<file path="src/rtl/quickq_deq_engine_pkg.sv">
// rtl/quickq_deq_engine_pkg.sv - shared types and constants for the QuickQ dequeue engine
package quickQ_pkg;

    // One state per cycle: accept, head read, alternating shift write/read, count update
    typedef enum logic [2:0] {
        DQ_IDLE     = 3'd0,
        DQ_RD_HEAD  = 3'd1,
        DQ_SHIFT_WR = 3'd2,
        DQ_SHIFT_RD = 3'd3,
        DQ_UPDATE   = 3'd4
    } deqState_t;

    // Widest entry supported; modules slice the low W bits of the sentinel
    localparam int QQ_MAX_W = 64;

    // Vacated slots read as all-ones so they never win an enqueue compare
    localparam logic [QQ_MAX_W-1:0] QQ_EMPTY_SENTINEL = '1;

endpackage

</file>
<file path="src/rtl/quickq_deq_engine.sv">
// rtl/quickq_deq_engine.sv - QuickQ dequeue engine: pops head, shifts entries down, writes back N-1 (optional QQ_DEQ_CLEAR_EN)
module quickq_deq_engine
    import quickQ_pkg::*;
#(
    parameter  int W  = 8,
    parameter  int D  = 128,
    localparam int DW = $clog2(D)
) (
    input  logic          clk,
    input  logic          rst_n,
    input  logic          deq_req,
    output logic          deq_ready,
    output logic          deq_valid,
    output logic [W-1:0]  deq_data,
    output logic          deq_err,
    input  logic [DW-1:0] last_in,
    output logic [DW-1:0] last_out,
    output logic          last_we,
    output logic [DW-1:0] bram_addr,
    input  logic [W-1:0]  bram_rd_data,
    output logic [W-1:0]  bram_wr_data,
    output logic          bram_we
);

    localparam logic [W-1:0]  SENTINEL = QQ_EMPTY_SENTINEL[W-1:0];
    localparam logic [DW-1:0] ONE      = DW'(1);
    localparam logic [DW-1:0] TWO      = DW'(2);

    deqState_t     state_q;
    logic [DW-1:0] n_q;
    logic [DW-1:0] idx_q;
    logic          deq_ready_q;
    logic          deq_valid_q;
    logic          deq_err_q;
    logic [W-1:0]  deq_data_q;
    logic [DW-1:0] last_out_q;
    logic          last_we_q;
    logic [DW-1:0] bram_addr_q;
    logic          bram_we_q;

    // Controller: state, counters and registered outputs are all computed for the state being entered
    always_ff @(posedge clk or negedge rst_n) begin
        if (!rst_n) begin
            state_q     <= DQ_IDLE;
            n_q         <= '0;
            idx_q       <= '0;
            deq_ready_q <= 1'b1;
            deq_valid_q <= 1'b0;
            deq_err_q   <= 1'b0;
            deq_data_q  <= '0;
            last_out_q  <= '0;
            last_we_q   <= 1'b0;
            bram_addr_q <= '0;
            bram_we_q   <= 1'b0;
        end else begin
            deq_valid_q <= 1'b0;
            deq_err_q   <= 1'b0;
            last_we_q   <= 1'b0;
            case (state_q)
                DQ_IDLE: begin
                    bram_addr_q <= '0;
                    bram_we_q   <= 1'b0;
                    if (deq_req) begin
                        if (last_in == '0) begin
                            deq_err_q <= 1'b1;
                        end else begin
                            n_q         <= last_in;
                            state_q     <= DQ_RD_HEAD;
                            deq_ready_q <= 1'b0;
                            // Prefetch entry 1 while the head is being captured
                            bram_addr_q <= (last_in == ONE) ? '0 : ONE;
                        end
                    end
                end
                DQ_RD_HEAD: begin
                    deq_data_q  <= bram_rd_data;
                    deq_valid_q <= 1'b1;
                    idx_q       <= '0;
                    if (n_q == ONE) begin
                        state_q    <= DQ_UPDATE;
                        last_out_q <= n_q - ONE;
                        last_we_q  <= 1'b1;
`ifdef QQ_DEQ_CLEAR_EN
                        bram_addr_q <= n_q - ONE;
                        bram_we_q   <= 1'b1;
`else
                        bram_addr_q <= '0;
                        bram_we_q   <= 1'b0;
`endif
                    end else begin
                        state_q     <= DQ_SHIFT_WR;
                        bram_addr_q <= '0;
                        bram_we_q   <= 1'b1;
                    end
                end
                DQ_SHIFT_WR: begin
                    if (idx_q == n_q - TWO) begin
                        state_q    <= DQ_UPDATE;
                        last_out_q <= n_q - ONE;
                        last_we_q  <= 1'b1;
`ifdef QQ_DEQ_CLEAR_EN
                        bram_addr_q <= n_q - ONE;
                        bram_we_q   <= 1'b1;
`else
                        bram_addr_q <= '0;
                        bram_we_q   <= 1'b0;
`endif
                    end else begin
                        state_q     <= DQ_SHIFT_RD;
                        idx_q       <= idx_q + ONE;
                        // Entry (new idx)+1 is the next one to move down
                        bram_addr_q <= idx_q + TWO;
                        bram_we_q   <= 1'b0;
                    end
                end
                DQ_SHIFT_RD: begin
                    state_q     <= DQ_SHIFT_WR;
                    bram_addr_q <= idx_q;
                    bram_we_q   <= 1'b1;
                end
                DQ_UPDATE: begin
                    state_q     <= DQ_IDLE;
                    deq_ready_q <= 1'b1;
                    bram_addr_q <= '0;
                    bram_we_q   <= 1'b0;
                end
                default: begin
                    state_q     <= DQ_IDLE;
                    deq_ready_q <= 1'b1;
                    bram_addr_q <= '0;
                    bram_we_q   <= 1'b0;
                end
            endcase
        end
    end

    // Write data is the entry read last cycle, forwarded straight back one slot lower
    always_comb begin
        bram_wr_data = '0;
        if (state_q == DQ_SHIFT_WR) begin
            bram_wr_data = bram_rd_data;
        end
`ifdef QQ_DEQ_CLEAR_EN
        else if (state_q == DQ_UPDATE) begin
            bram_wr_data = SENTINEL;
        end
`endif
    end

    assign deq_ready = deq_ready_q;
    assign deq_valid = deq_valid_q;
    assign deq_err   = deq_err_q;
    assign deq_data  = deq_data_q;
    assign last_out  = last_out_q;
    assign last_we   = last_we_q;
    assign bram_addr = bram_addr_q;
    assign bram_we   = bram_we_q;

endmodule

</file>
<file path="config.mk">
export PLATFORM = sky130hd
export DESIGN_NAME = quickq_deq_engine
export DESIGN_NICKNAME = d
export VERILOG_FILES = /design/src/rtl/quickq_deq_engine_pkg.sv /design/src/rtl/quickq_deq_engine.sv
export SDC_FILE = /design/constraint.sdc
export NUM_CORES = 1
export LEC_CHECK = 0
export CAP_MARGIN = 0
export CORE_MARGIN = 10
export CORE_UTILIZATION = 30
export CTS_CLUSTER_DIAMETER = 100
export CTS_CLUSTER_SIZE = 20
export DETAILED_ROUTE_END_ITERATION = 8
export PLACE_DENSITY = 0.53
export SYNTH_ARGS = -nofsm -noshare
export SYNTH_HDL_FRONTEND = slang
export SYNTH_SLANG_ARGS = --single-unit
</file>
<file path="constraint.sdc">
create_clock -name clk -period 4.3 [get_ports clk]
set_input_delay 1.075 -clock clk [delete_from_list [all_inputs] [get_ports clk]]
set_output_delay 1.075 -clock clk [all_outputs]
set_load 0.02 [all_outputs]
</file>
# After elaboration in Yosys (flattened, before gate mapping)
# Cells that the tools add are included.
# W data, S select, Z words.
# totals
reg_bits	44
out_inout_bits	35
inputBits	18
# classes
n_eq_ne	11
n_mux	28
bitwise	2
reduce_logical	9
n_addsub	4
# op_table
operator	n
$mux W7	4
$pmux W7 S2	2
$pmux W7 S3	1
$eq A7 B1 Y1 const B	2
$mux W1	12
$mux W3	4
$pmux W3 S4	1
$ne A2 B2 Y1 const B	5
$reduce_and A3 Y1	3
$mux W8	1
$add A7 B1 Y7 const B	1
$add A7 B2 Y7 const B	1
$eq A7 B7 Y1	1
$logic_not A7 Y1	1
$sub A7 B1 Y7 const B	1
$sub A7 B2 Y7 const B	1
$eq A3 B2 Y1 const B	2
$pmux W1 S2	3
$reduce_and A2 Y1	2
$eq A3 B1 Y1 const B	1
$logic_not A3 Y1	1
$reduce_or A3 Y1	1
$not A1 Y1	2
$reduce_bool A2 Y1	1

# Depth between registers and ports, before layout
# Gate-level depths: netlist of the first run.
# depth
depth_word	5
depth_mapped	11
depth_no_buf	8

# Worst setup path after synthesis of the first run
# Ideal clock, no wire load.
# synth_path
kind	in2out
from	input bram_rd_data[0]
to	output bram_wr_data[0]
arrival_time_ps	1321
setup_slack_ps	1904
required_time_ps	3225
path_stages	1
path_buffers	0
path_cell_list	and3_1
# synth_via
elab_chain_cells	1
# synth_rtl
element	line	rtl
start: declaration	quickq_deq_engine.sv:20	input logic [W-1:0] bram_rd_data,
$mux W8	quickq_deq_engine.sv:140	if (state_q == DQ_SHIFT_WR) begin
end: declaration	quickq_deq_engine.sv:21	output logic [W-1:0] bram_wr_data,
# No other way between the ends.

# Worst setup path in the final report of the first run
# layout_path
from	input bram_rd_data[2]
to	output bram_wr_data[2]
# The elaborated chain is that of the path after synthesis.

==> flow_metrics.py, run 1 <==
metrics = {
    "critical_path": {
        "crit_slowest_cell": "clkdlybuf4s50_1",
        "rrSetupSlack_ns": 1.67,
        "r2r_cells": 9,
        "worst-endpoint-arrival_ns": 2.33,
        "cp_max_fo": 2,
        "timing.rr.start": "n_q[1]",
        "crit_required_ns": 3.22,
        "crit_chain": "clkdlybuf4s50_1 -> and3_1 -> clkdlybuf4s50_1",
        "startpoint_type": "primary input",
        "path_common_cell": "clkdlybuf4s50_1",
        "slowest_delay_ns": 0.61,
        "cp-end-kind": "output port",
        "regToRegEndpoint": "last_out[3]",
        "worstSetupPathType": "primary input to output port",
    },
    "route": {
        "ant_nets": 0,
        "dr.pass1.iters": 4,
        "wl_per_cell_um": 14.3,
        "drc_errors": 0,
        "initialDrtViolationCount": 97,
        "routed_via_density": 4.64,
        "drt-total-wl_um": 5670,
        "dr_total_vias": 1841,
    },
    "clocking": {
        "cts_buffers": 5,
        "cts_hold_buf": 0,
        "postCtsSetupRepairBufs": 0,
        "cts.clk_slew.worst_paths_ns": 0.08,
        "cts_sinks": 44,
        "cts_tree": "done",
        "cts_buffer_depth": 2,
        "cts_resized": 0,
        "clock-root-buffer": "clkbuf_8",
        "insertion_delay_ns": 0.30,
        "htreeDepth": 2,
    },
    "floorplanning": {
        "start_util_pct": 30.6,
        "std_cell_rows": 32,
        "io_pins": 53,
        "coreArea_um2": 7690,
        "dieWidth_um": 109,
        "die_h_um": 109,
        "dieArea_um2": 11800,
    },
    "hold_path": {
        "hold_depth": 2,
        "hold_class": "flop to flop",
        "min_from": "deq_data[6]",
        "min_to": "deq_data[6]",
    },
    "timing": {
        "final.min_clock_period_ns": 3.40,
        "timing.final.crit_share_pct": 79.1,
        "fmax_ghz": 0.294,
        "skew_ns": 0.00914,
        "grt_setup_unrepaired": "no",
        "worstMarginPinSlew_ns": 0.994,
        "postLayoutSetupSlackWorst_ns": 0.898,
        "final-setup-viol-count": 0,
        "setup_tns_ns": 0,
        "final_max_slew_viol_count": 0,
        "slew_headroom_pct": 33.8,
        "hold_viol_final": 0,
    },
    "run": {
        "maxCapViolations": 0,
    },
    "yosys": {
        "seq_area_frac_synth_pct": 46.8,
        "ys_ff_latch": 44,
        "syn-cell-area_um2": 2350,
        "synthDistinctLibCells": 45,
        "synthCells": 251,
        "syn_nets": 274,
        "yosysWarnings": 0,
        "syn_avg_cell_area_um2": 9.38,
    },
    "grt": {
        "grt-ovfl-total": 0,
        "antenna_found_initial": 0,
        "grt_max_degree": 45,
        "grt_pass1_wl_um": 9450,
        "grtUsageTotal_pct": 9.91,
        "grt_pass1_vias": 1813,
    },
    "layout": {
        "drive_above_1_share_pct": 8.14,
        "syn_to_final_growth_pct": 27.7,
        "layout.cells.non_filler": 397,
        "nets": 317,
        "antenna-diode-count": 0,
    },
    "placed_design": {
        "gp_congestion": 0.760,
        "port_buffers": 52,
        "placed_cells": 389,
        "dp_hpwl_um": 4020,
        "place_ws_ns": 0.906,
    },
    "power": {
        "power.leakage_nw": 1.35,
        "p_per_area_nw_per_um2": 689,
        "irDropWorstVdd_mv": 0.255,
        "p_total_w": 0.00207,
    },
    "run_status": {
        "status": "finished, final reports clean",
    },
}
[sequential cells by signal, indices dropped and copies added (netlist names)]
register / count
state_q: 3
idx_q: 7
deq_valid: 1
deq_data: 8
deq_ready: 1
bram_we: 1
last_we: 1
deq_err: 1
bram_addr: 7
n_q: 7
last_out: 7
[metrics by stage]
step	cell area [um^2]	util, %	hold slack, ns
after floorplan	2350	-	0.516
after global placement	2920	38.0	0.458
after detailed placement	2920	38.0	0.462
after CTS	3010	39.1	0.484
after global routing	3010	39.1	0.508
final	3010	39.1	0.480
[kinds of logic after synthesis]
| group | after synthesis | synth area share, % |
|---|---|---|
| AO/OA/AOI/OAI | 31 | 9.30 |
| XOR/XNOR | 14 | 5.21 |
| adder cells (fa/ha/maj) | 5 | 2.66 |
| buffers and inverters | 25 | 4.84 |
| flip-flops | 44 | 46.8 |
| multiplexers | 11 | 5.10 |
| AND/OR/NAND/NOR | 121 | 26.0 |
[cell usage in the layout, fill, tap and decap left out, drive strengths merged, types with 3 or more instances in the layout]
| master | netlist | routed |
|---|---|---|
| a21oi | 4 | 4 |
| and3 | 13 | 13 |
| clkdlybuf4s50 | 0 | 51 |
| buf | 6 | 3 |
| nor3 | 7 | 7 |
| ha | 5 | 5 |
| mux2i | 3 | 3 |
| o211ai | 3 | 3 |
| nand3 | 9 | 9 |
| nand4 | 3 | 3 |
| xnor2 | 10 | 10 |
| a31oi | 3 | 3 |
| clkbuf | 12 | 7 |
| dfrtp | 43 | 43 |
| inv | 6 | 6 |
| xor2 | 4 | 4 |
| and2 | 3 | 3 |
| o21ai | 7 | 7 |
| nand2 | 56 | 56 |
| mux2 | 8 | 8 |
| o21a | 3 | 3 |
| nor2 | 8 | 8 |
| nand2b | 4 | 4 |
| nor2b | 5 | 5 |
| nor4 | 3 | 3 |
[worst max-delay path, delay by kind of cell]
| kind | cells | cell delay (ns) |
|---|---|---|
| AND/OR/NAND/NOR | 1 | 0.17 |
| buffers and inverters | 2 | 1.09 |
[per-layer routing]
layer | global-route usage [%] | vias to the layer above | wire length (um)
met1 | 13.2 | 865 | 2630
met3 | 3.09 | 8 | 298
met2 | 14.8 | 32 | 2670
met4 | 3.39 | 0 | 79
met5 | 0 | - | 0
li1 | - | 936 | -
[final cells by class]
class                   count  area [um^2]
flip-flops and latches     44         1100
repair buffers             54          531
inverters                   7         26.3
fillers                   795         4680
multi-input cells         182         1140
well taps                 102          128
clock buffers               7         76.3
clock inverters             1         5.00
[how the worst max path moves through the flow]
| stage | slack [ns] | from | endpoint |
|---|---|---|---|
| floorplan | 1.90 | bram_rd_data[0] | bram_wr_data[0] |
| global placement | 0.90 | bram_rd_data[2] | bram_wr_data[2] |
| detailed placement | 0.91 | bram_rd_data[3] | bram_wr_data[3] |
| CTS | 0.90 | bram_rd_data[2] | bram_wr_data[2] |
| global route | 0.86 | state_q[2] | bram_wr_data[2] |
| finish | 0.90 | bram_rd_data[2] | bram_wr_data[2] |
[power by group]
| group | internal (W) | total (W) | switching, W | leakage [nW] |
|---|---|---|---|---|
| logic | 0.000511 | 0.00107 | 0.000560 | 0.742 |
| registers | 0.000570 | 0.000748 | 0.000178 | 0.566 |
| clock network | 0.000114 | 0.000251 | 0.000137 | 0.0422 |
[synth_stat cells]
cell type  number  area share (%)
nand4_1         2            0.53
a41oi_1         1            0.37
dfrtp_1        43              46
nor2b_1         4             1.1
nand2b_1        4             1.1
a32oi_1         1            0.37
and2_1          3            0.80
or3_1           1            0.27
nor3b_1         2            0.64
nor4b_2         1            0.64
nor3_1          7             1.5
and3_1         13             3.5
o21a_1          3            0.96
nand3_1         9             1.9
xor2_1          4             1.5
dfstp_2         1             1.1
a211o_1         1            0.37
xnor2_1        10             3.7
mux2_2          8             3.8
and3b_1         2            0.74
or4b_2          1            0.43
o31a_1          1            0.37
buf_6           2            0.96
mux2i_1         3             1.3
a22o_1          1            0.37
o31ai_1         2            0.64
nand2_1        56             8.9
o22ai_4         1            0.85
o22ai_1         1            0.27
nand3b_1        2            0.64
o211ai_1        3            0.96
inv_1           6            0.96
a21o_1          2            0.64
nand4_2         1            0.53
ha_1            5             2.7
o21ai_0         7             1.5
nor4_1          3            0.80
a21oi_1         4            0.85
clkbuf_1       12             1.9
buf_2           4            0.85
or2_2           1            0.27
nor2b_4         1            0.58
a31oi_1         3            0.80
clkinv_1        1            0.16
nor2_1          8             1.3
Note: power is estimated with default switching activity, not from simulation.
==> run 2, diff against run 1 <==
Clock period 4.3 ns to 3.3 ns, I/O delays scaled along.
==> flow_metrics.py, run 2 (synthesis results as in run 1) <==
metrics = {
    "timing": {
        "hold_viol_final": 0,
        "fmax_ghz": 0.346,
        "worstMarginPinSlew_ns": 1.01,
        "grt_setup_unrepaired": "no",
        "slew_headroom_pct": 32.9,
        "skew_ns": 0.00707,
        "final.min_clock_period_ns": 2.89,
        "final-setup-viol-count": 0,
        "hold_slack_ns": 0.480,
        "setup_tns_ns": 0,
        "final_max_slew_viol_count": 0,
        "timing.final.crit_share_pct": 87.7,
    },
    "grt": {
        "grt-ovfl-total": 0,
        "grt_pass1_vias": 1965,
        "antenna_found_initial": 0,
        "grt_pass1_wl_um": 9920,
        "grtUsageTotal_pct": 10.4,
        "grt_max_degree": 45,
    },
    "layout": {
        "largest_reg_flops": 8,
        "final_common_cell": "nand2_1",
        "nets": 319,
        "drive_above_1_share_pct": 8.75,
        "antenna-diode-count": 0,
        "syn_to_final_growth_pct": 28.3,
        "final_cell_mix": "nand2_1, clkdlybuf4s50_1, dfrtp_1",
    },
    "route": {
        "routed_via_density": 4.66,
        "routed.top_layer": "met4",
        "ant_nets": 0,
        "wl_met2_um": 2740,
        "initialDrtViolationCount": 53,
        "drt-total-wl_um": 5810,
        "wl_per_cell_um": 14.6,
        "met1_length_um": 2670,
        "wl_met3_um": 298,
        "drc_errors": 0,
        "dr.pass1.iters": 4,
        "dr_total_vias": 1858,
    },
    "floorplanning": {
        "dieArea_um2": 11800,
        "io_pins": 53,
        "coreArea_um2": 7690,
        "start_util_pct": 30.6,
        "die_h_um": 109,
        "dieWidth_um": 109,
        "std_cell_rows": 32,
    },
    "power": {
        "switching_power_w": 0.00115,
        "swShare_pct": 42.4,
        "p_per_area_nw_per_um2": 902,
        "internal-power_w": 0.00157,
        "combPwrFrac_pct": 52.1,
        "pwr-share-clk_pct": 12.1,
        "irDropWorstVdd_mv": 0.434,
        "p_seq_share_pct": 35.8,
        "power.leakage_nw": 1.36,
    },
    "clocking": {
        "cts_sinks": 44,
        "cts_resized": 0,
        "cts_buffers": 5,
        "cts.clk_slew.worst_paths_ns": 0.08,
        "htreeDepth": 2,
        "postCtsSetupRepairBufs": 0,
        "insertion_delay_ns": 0.30,
        "cts_buffer_depth": 2,
        "cts_hold_buf": 0,
        "cts_tree": "done",
        "clock-root-buffer": "clkbuf_8",
    },
    "critical_path": {
        "cp_max_fo": 2,
        "crit_required_ns": 2.47,
        "rrSetupSlack_ns": 0.77,
        "worstSetupPathType": "primary input to output port",
        "worst-endpoint-arrival_ns": 2.07,
        "startpoint_type": "primary input",
        "cp-end-kind": "output port",
    },
    "placed_design": {
        "dp_hpwl_um": 4110,
        "port_buffers": 52,
        "gp_congestion": 0.756,
    },
    "run": {
        "maxCapViolations": 0,
    },
    "run_status": {
        "status": "finished, final reports clean",
    },
    "hold_path": {
        "hold_class": "flop to flop",
    },
}
[run 2: cell types whose count changed in the layout (fill, tap and decap cells not counted)]
cell and delta:
buf_4 +2
[run 2: layout make-up]
cell class,instances,area (um^2)
fillers,799,4670
multi-input cells,182,1140
flip-flops and latches,44,1100
repair buffers,56,546
well taps,102,128
clock buffers,7,76.3
inverters,7,26.3
clock inverters,1,5.00
[run 2: worst paths after layout]
kind | start | end | cells past startpoint
worst min register to register | deq_data[6] | deq_data[6] | 2
max in group asynchronous | rst_n | n_q[6] | 1
worst max-delay path | bram_rd_data[6] | bram_wr_data[6] | 3
min in group asynchronous | rst_n | bram_addr[1] | 1
worst max register to register | n_q[1] | last_out[0] | 8
worst min-delay path | deq_data[6] | deq_data[6] | 2
[run 2: routing by layer]
metal | up-vias | global-route usage [%]
li1 | 944 | -
met2 | 31 | 16.5
met1 | 875 | 12.9
met3 | 8 | 2.80
met4 | 0 | 4.52
met5 | - | 0
[run 2: stage by stage]
| step | total power [W] | utilization (%) | setup WS, ns | cell area [um^2] | cells |
|---|---|---|---|---|---|
| final | 0.00272 | 39.3 | 0.407 | 3020 | 399 |
| after global routing | 0.00296 | 39.3 | 0.314 | 3020 | 399 |
| after CTS | 0.00277 | 39.3 | 0.401 | 3020 | 399 |
| after detailed placement | 0.00243 | 38.2 | 0.405 | 2940 | 391 |
| after global placement | 0.00241 | 38.2 | 0.412 | 2940 | 391 |
| after floorplan | 0.00189 | - | 0.984 | 2350 | 251 |
[run 2: worst max-delay path: stages]
cell,delay (ns)
clkdlybuf4s50_1,0.48
and3_1,0.15
clkdlybuf4s50_1,0.61
[run 2: power by group through the flow]
stage	sequential, W	clock (W)	combinational, W
2_1_floorplan	0.00102	0	0.000878
5_1_grt	0.00102	0.000364	0.00158
3_5_place_dp	0.000984	0	0.00144
4_1_cts	0.000976	0.000348	0.00145
3_3_place_gp	0.000980	0	0.00143
6_report	0.000975	0.000330	0.00142
==> run 3, diff against run 2 <==
Settings changed: HOLD_SLACK_MARGIN set to 0.05.
==> results of run 3 <==
Final layout, timing and power as in run 2 (identical DEF).
